## src/rtl/logic_unit_stream.sv

```systemverilog
// logic_unit_stream: registered bitwise logic unit with valid/ready handshake
// on both sides and a packet-accumulate mode (Op=111) that folds a stream of
// In1^In2 beats into a running XOR checksum with a saturating beat count.
//
// Ports:
//   Clk, Reset            rising-edge clock, synchronous active-high reset
//   In1, In2              WIDTH-bit operands
//   Op                    operation select (000 AND .. 110 NOT In1, 111 ACC)
//   In_First, In_Last     packet delimiters, used only when Op=111
//   In_Valid / In_Ready   input handshake (In_Ready is combinational)
//   Out                   registered result
//   Out_Count             beats folded into the result (1 for single ops)
//   Out_Parity, Out_Zero  XOR-reduction of Out, Out == 0
//   Out_Valid / Out_Ready output handshake
module logic_unit_stream #(
  parameter int unsigned WIDTH = 8,
  parameter int unsigned CNT_W = 8
) (
  input  logic             Clk,
  input  logic             Reset,
  input  logic [WIDTH-1:0] In1,
  input  logic [WIDTH-1:0] In2,
  input  logic [2:0]       Op,
  input  logic             In_First,
  input  logic             In_Last,
  input  logic             In_Valid,
  output logic             In_Ready,
  output logic [WIDTH-1:0] Out,
  output logic [CNT_W-1:0] Out_Count,
  output logic             Out_Parity,
  output logic             Out_Zero,
  output logic             Out_Valid,
  input  logic             Out_Ready
);

  localparam logic [2:0] OP_AND  = 3'b000;
  localparam logic [2:0] OP_OR   = 3'b001;
  localparam logic [2:0] OP_XOR  = 3'b010;
  localparam logic [2:0] OP_XNOR = 3'b011;
  localparam logic [2:0] OP_NAND = 3'b100;
  localparam logic [2:0] OP_NOR  = 3'b101;
  localparam logic [2:0] OP_NOT  = 3'b110;
  localparam logic [2:0] OP_ACC  = 3'b111;

  typedef enum logic {
    ST_IDLE = 1'b0,
    ST_ACC  = 1'b1
  } state_e;

  state_e           state_q,   state_d;
  logic [WIDTH-1:0] acc_q,     acc_d;
  logic [CNT_W-1:0] cnt_q,     cnt_d;
  logic [WIDTH-1:0] out_q,     out_d;
  logic [CNT_W-1:0] out_cnt_q, out_cnt_d;
  logic             par_q,     par_d;
  logic             zero_q,    zero_d;
  logic             valid_q,   valid_d;

  logic             accept;
  logic [WIDTH-1:0] beat_x;
  logic [WIDTH-1:0] single_res;
  logic [WIDTH-1:0] acc_next;
  logic [CNT_W-1:0] cnt_next;

  // Room for a new beat when the output slot is empty or draining this cycle.
  assign In_Ready = ~valid_q | Out_Ready;
  assign accept   = In_Valid & In_Ready;
  assign beat_x   = In1 ^ In2;

  // Bitwise result for the single ops; ACC uses beat_x instead.
  always_comb begin
    single_res = '0;
    case (Op)
      OP_AND:  single_res = In1 & In2;
      OP_OR:   single_res = In1 | In2;
      OP_XOR:  single_res = In1 ^ In2;
      OP_XNOR: single_res = ~(In1 ^ In2);
      OP_NAND: single_res = ~(In1 & In2);
      OP_NOR:  single_res = ~(In1 | In2);
      OP_NOT:  single_res = ~In1;
      default: single_res = '0;
    endcase
  end

  // Continuation of an open packet; the counter sticks at all-ones.
  assign acc_next = acc_q ^ beat_x;
  assign cnt_next = (cnt_q == '1) ? cnt_q : cnt_q + CNT_W'(1);

  // Next-state and output-register logic.
  always_comb begin
    state_d   = state_q;
    acc_d     = acc_q;
    cnt_d     = cnt_q;
    out_d     = out_q;
    out_cnt_d = out_cnt_q;
    par_d     = par_q;
    zero_d    = zero_q;
    valid_d   = valid_q;

    if (valid_q && Out_Ready) begin
      valid_d = 1'b0;
    end

    if (accept) begin
      if (Op != OP_ACC) begin
        // Single ops leave packet state untouched so they may interleave.
        out_d     = single_res;
        out_cnt_d = CNT_W'(1);
        par_d     = ^single_res;
        zero_d    = (single_res == '0);
        valid_d   = 1'b1;
      end else if (state_q == ST_IDLE || In_First) begin
        // Start of a packet; In_First while open restarts and drops the partial.
        acc_d = beat_x;
        cnt_d = CNT_W'(1);
        if (In_Last) begin
          state_d   = ST_IDLE;
          out_d     = beat_x;
          out_cnt_d = CNT_W'(1);
          par_d     = ^beat_x;
          zero_d    = (beat_x == '0);
          valid_d   = 1'b1;
        end else begin
          state_d = ST_ACC;
        end
      end else begin
        acc_d = acc_next;
        cnt_d = cnt_next;
        if (In_Last) begin
          state_d   = ST_IDLE;
          out_d     = acc_next;
          out_cnt_d = cnt_next;
          par_d     = ^acc_next;
          zero_d    = (acc_next == '0);
          valid_d   = 1'b1;
        end
      end
    end
  end

  // State and output registers with synchronous reset.
  always_ff @(posedge Clk) begin
    if (Reset) begin
      state_q   <= ST_IDLE;
      acc_q     <= '0;
      cnt_q     <= '0;
      out_q     <= '0;
      out_cnt_q <= '0;
      par_q     <= 1'b0;
      zero_q    <= 1'b1;
      valid_q   <= 1'b0;
    end else begin
      state_q   <= state_d;
      acc_q     <= acc_d;
      cnt_q     <= cnt_d;
      out_q     <= out_d;
      out_cnt_q <= out_cnt_d;
      par_q     <= par_d;
      zero_q    <= zero_d;
      valid_q   <= valid_d;
    end
  end

  assign Out        = out_q;
  assign Out_Count  = out_cnt_q;
  assign Out_Parity = par_q;
  assign Out_Zero   = zero_q;
  assign Out_Valid  = valid_q;

endmodule

```

## config.mk

```make
export PLATFORM = sky130hd
export DESIGN_NAME = logic_unit_stream
export DESIGN_NICKNAME = d
export VERILOG_FILES = /design/src/rtl/logic_unit_stream.sv
export SDC_FILE = /design/constraint.sdc
export NUM_CORES = 1
export LEC_CHECK = 0
export BUFFER_PORTS_ARGS = -buffer_cell sky130_fd_sc_hd__buf_2
export CORE_MARGIN = 8
export CORE_UTILIZATION = 45
export CTS_CLUSTER_SIZE = 10
export DETAILED_ROUTE_END_ITERATION = 12
export GPL_ROUTABILITY_DRIVEN = 0
export HOLD_SLACK_MARGIN = 0.05
export PLACE_DENSITY = 0.66
export REMOVE_ABC_BUFFERS = 1
export SLEW_MARGIN = 15
export SYNTH_ARGS = -nofsm -noshare
export SYNTH_HDL_FRONTEND = slang
export SYNTH_SLANG_ARGS = --single-unit
```

## constraint.sdc

```tcl
create_clock -name Clk -period 3.15 [get_ports Clk]
set_input_delay 0.63 -clock Clk [delete_from_list [all_inputs] [get_ports Clk]]
set_output_delay 0.63 -clock Clk [all_outputs]
set_load 0.02 [all_outputs]
```

# Yosys cells after proc, flatten, opt, wreduce, memory -nomap -nowiden
# Index checks and enable logic that the tools add are counted.
# op_classes
reduce_logical,14
addsub,1
bitwise_logic,13
mux,27
n_eq_ne,8
# ops
cell,n
2-to-1 mux 8 bit,11
one-hot mux 8 bit (7 select lines),1
NOT 8 bit,4
zero test 8 bit,3
parity 8 bit,3
XOR 8 bit,2
2-to-1 mux 1 bit,15
"== test 3 bit, second input constant",3
"adder 8 x 1 -> 8 bit, second input constant",1
AND 8 bit,1
"== test 8 bit, second input constant",1
OR 8 bit,1
"== test 3 x 2 -> 1 bit, second input constant",2
AND reduction 2 bit,2
nonzero test 2 bit,2
"== test 3 x 1 -> 1 bit, second input constant",1
zero test 3 bit,1
"inequality test 3 bit, second input constant",1
NOT 1 bit,3
AND reduction 3 bit,1
AND 1 bit,1
logical AND 1 bit,1
logical OR 1 bit,1
OR 1 bit,1
# word_totals
out_inout_bits,20
regBits,36
inputBits,25
word_cells,71

# Depth between registers and ports, before layout
# depth
depth_word,6
depth_mapped,12
depth_no_buf,11

# Worst setup path after synthesis
# Ideal clock, no wire load.
# synth_timing
path_type,input -> register
startpoint,input In1[3]
endpoint,register par_q (netlist: Out_Parity)
t_arrival_ns,2.287
t_required_ns,3.024
setup_slack_ns,0.737
n_path_buf,1
path_stages,12
setup_time_ns,0.126
cell_sequence,inv_1 ha_1 buf_2 xor2_1 a2bb2oi_1 o22ai_1 nor2_1 ha_1 xor2_1 xnor2_1 o21ai_0 o21ai_0
# synth_via
elab_chain_len,6
word_cells_on_any_way,16
cone_classes,5 x mux; 8 x bitwise; 3 x reduce/logical
# synth_lines
item,line,rtl
"start, declared",21,"input logic [WIDTH-1:0] In1,"
XOR 8 bit,"68, 76, 77",
XOR 8 bit,86,assign acc_next = acc_q ^ beat_x;
parity 8 bit,133,par_d = ^acc_next;
2-to-1 mux 1 bit,129,if (In_Last) begin
2-to-1 mux 1 bit,112,end else if (state_q == ST_IDLE || In_First) begin
2-to-1 mux 1 bit (*),105,if (Op != OP_ACC) begin
"end signal, assigned",158,par_q <= par_d;
"end, declared",55,"logic par_q, par_d;"
# Mark *: on every way between the ends. The rest lies on a longest branch, timed or not. The select of a mux whose other input is x is not followed.
# A chain may end at the register's enable or synchronous reset.

# Worst setup path in the final report
# Ends and elaborated chain as after synthesis.

==> impl_metrics.env <==
export IMPL_outcome="completed"
export IMPL_rsz0062_at_grt="false"
export IMPL_overflow=0
export IMPL_cp_cell_sequence="buf_2 > inv_1 > ha_1 > xor2_1 > a2bb2oi_1 > o22ai_1 > nor2_1 > ha_1 > xor2_1 > xnor2_1 > o21ai_0 > o21ai_0"
export IMPL_slowest_delay_ps=420
export IMPL_drt_iter0_markers=120
export IMPL_synth_most_common_cell="dfxtp_1"
export IMPL_hold_buffers=0
export IMPL_netlist_area_um2=2960
export IMPL_hold_path_class="reg2reg"
export IMPL_grt_max_degree=40
export IMPL_io_buffers=44
export IMPL_layout_nets=444
export IMPL_drc_errors=0
export IMPL_diodes=0
export IMPL_synthArstFlopShare_pct=0
export IMPL_placed_cells=464
export IMPL_critPathRequiredTime_ps=3330
export IMPL_synth_seq_cells=36
export IMPL_yosysSeqAreaShare_pct=24.4
export IMPL_slew_limit_headroom_pct=51.5
export IMPL_cts_resized=0
export IMPL_grt_busiest_layer="met2"
export IMPL_grt_pass1_wl_mm=12.1
export IMPL_nFillCells=612
export IMPL_wl_per_cell_um=15.0
export IMPL_cp_max_fo=7
export IMPL_start_util_pct=46.6
export IMPL_detail_route_first_pass_iterations=4
export IMPL_hold_violations=0
export IMPL_rows=29
export IMPL_drt_total_wl_mm=7.09
export IMPL_instances_no_fill=472
export IMPL_min_period_ps=2460
export IMPL_yosysTopAreaCellShare_pct=24.4
export IMPL_critPathBufInv=2
export IMPL_dieWidth_um=97.1
export IMPL_use_met3_pct=3.70
export IMPL_die_height_um=97.1
export IMPL_syn_avg_cell_area_um2=8.15
export IMPL_cp_arrival_ps=2640
export IMPL_cts_buffer_depth=2
export IMPL_ys_types=54
export IMPL_vias_per_cell=5.50
export IMPL_tns_ps=0
export IMPL_clk_latency_ps=290
export IMPL_min_period_over_period_pct=78.1
export IMPL_cts_tree="done"
export IMPL_yosysTopAreaCell="dfxtp_1"
export IMPL_layout_drive_gt1_share_pct=20.0
export IMPL_cellLeakagePower_nw=1.35
export IMPL_reg2reg_depth=6
export IMPL_power_density_nw_per_um2=405
export IMPL_grtUsageMet2_pct=23.9
export IMPL_setup_viol_count_final=0
export IMPL_crit_cells=12
export IMPL_crit_family="adder cells"
export IMPL_cts_buffers=5
export IMPL_skew_ps=8.24
export IMPL_synthTopCellsByCount="dfxtp_1, nor2_1, xnor2_1"
export IMPL_cp_end_kind="register"
export IMPL_clk_transition_reported_paths_ps=80
export IMPL_synthFlopType="dfxtp_1"
export IMPL_die_area_um2=9430
export IMPL_slew_violations=0
export IMPL_multi_input_area_um2=1980
export IMPL_synth_edf_count=0
export IMPL_ant_nets=0
export IMPL_fmax_mhz=406
export IMPL_grtUsageMet1_pct=19.1
export IMPL_post_cts_buffers=0
export IMPL_synthCells=363
export IMPL_regArea_um2=721
export IMPL_tightest_slew_ps=727
export IMPL_synthTopCellsByArea="dfxtp_1, ha_1, xnor2_1, nor2_1, xor2_1"
export IMPL_antenna_found_initial=0
export IMPL_drv_max_cap_violation_count=0
export IMPL_clockRootBuffer="clkbuf_8"
export IMPL_worstSetupPathType="in2reg"
export IMPL_grt_usage_pct=14.8
export IMPL_dr_total_vias=2596
export IMPL_htree_levels=2
export IMPL_detailed_place_hpwl_mm=5.36
export IMPL_whs_path_depth=2
export IMPL_ys_warn_count=0
export IMPL_ir_drop_mv=0.256
export IMPL_start_kind="input port"
export IMPL_final_core_util_pct=51.3
export IMPL_area_growth_synth_to_final_pct=10.2
export IMPL_hold_slack_ps=460
export IMPL_grt_pass1_vias=2553
export IMPL_coreArea_um2=6350
export IMPL_ios=45
export IMPL_cp_slowest_cell="ha_1"
export IMPL_clock_sinks=36
-- per-stage QoR --
| stage | instance area (um2) | total power, mW | setup WS (ps) |
|---|---|---|---|
| floorplan | 2770 | 0.789 | 755 |
| global placement | 3150 | 0.911 | 461 |
| detailed placement | 3150 | 0.919 | 413 |
| CTS | 3260 | 1.34 | 721 |
| global route | 3260 | 1.40 | 534 |
| finish | 3260 | 1.32 | 689 |
-- layer usage --
layer	wire [um]	up-vias
met3	367	4
met2	3330	57
li1	-	1334
met4	29	0
met1	3370	1201
met5	0	-
-- final cells by class --
class                   count  area share [%]
well taps                  77            2.95
flip-flops and latches     36            22.1
inverters                  19            2.26
clock buffers               5            2.11
repair buffers             52            8.60
clock inverters             3            1.30
multi-input cells         280            60.7
-- worst register-to-register path: stages (launching register included) --
cell and delay (ps):
dfxtp_1 430, ha_1 240, nand4_2 180, or2_1 350
mux2i_1 230, a2bb2oi_1 190, nor2_1 50
-- power by group --
group	total [mW]	switching (mW)	internal, mW
Combinational	0.415	0.231	0.183
Clock	0.412	0.178	0.234
Sequential	0.495	0.0178	0.477
-- cells in the final DEF, fill, tap and decap left out, drive strengths merged, types with 6 or more instances in the layout --
master   synthesis  final
buf             23     52
dfxtp           36     36
nor2            35     35
xnor2           27     27
ha              25     25
nand2           23     23
a21oi           19     19
inv             19     19
o21ai           16     16
xor2            14     14
a2bb2oi         12     12
a22oi           10     10
nor3            10     10
nand2b           9      9
nand3            9      9
o22ai            8      8
o211ai           8      8
or2              6      6
-- flip-flops by register name (all words and copies together), names as in the netlist --
name,flops
Out,8
Out_Count,8
acc_q,8
cnt_q,8
Out_Parity,1
Out_Valid,1
Out_Zero,1
state_q,1
-- path summary, 6_finish.rpt --
path                                           startpoint  slack, ps                        end
worst max-delay path                               In1[3]        690    Out_Parity$_SDFFE_PP0P_
worst min-delay path            Out_Count[7]$_SDFFE_PP0P_        460  Out_Count[7]$_SDFFE_PP0P_
worst min register to register  Out_Count[7]$_SDFFE_PP0P_        460  Out_Count[7]$_SDFFE_PP0P_
worst max register to register      cnt_q[0]$_SDFFE_PP0P_       1350  Out_Count[1]$_SDFFE_PP0P_
-- cells by family after synthesis --
kind of cell | count (synthesis) | share of synthesized area (%)
AOI/OAI and AO/OA | 95 | 22.8
xor gates and xnor gates | 41 | 12.1
adders and majority gates | 25 | 10.6
buffers and inverters | 47 | 8.79
DFF | 36 | 24.4
muxes | 1 | 0.338
and+or+nand+nor | 118 | 21.0
(Power assumes the default switching activity.)
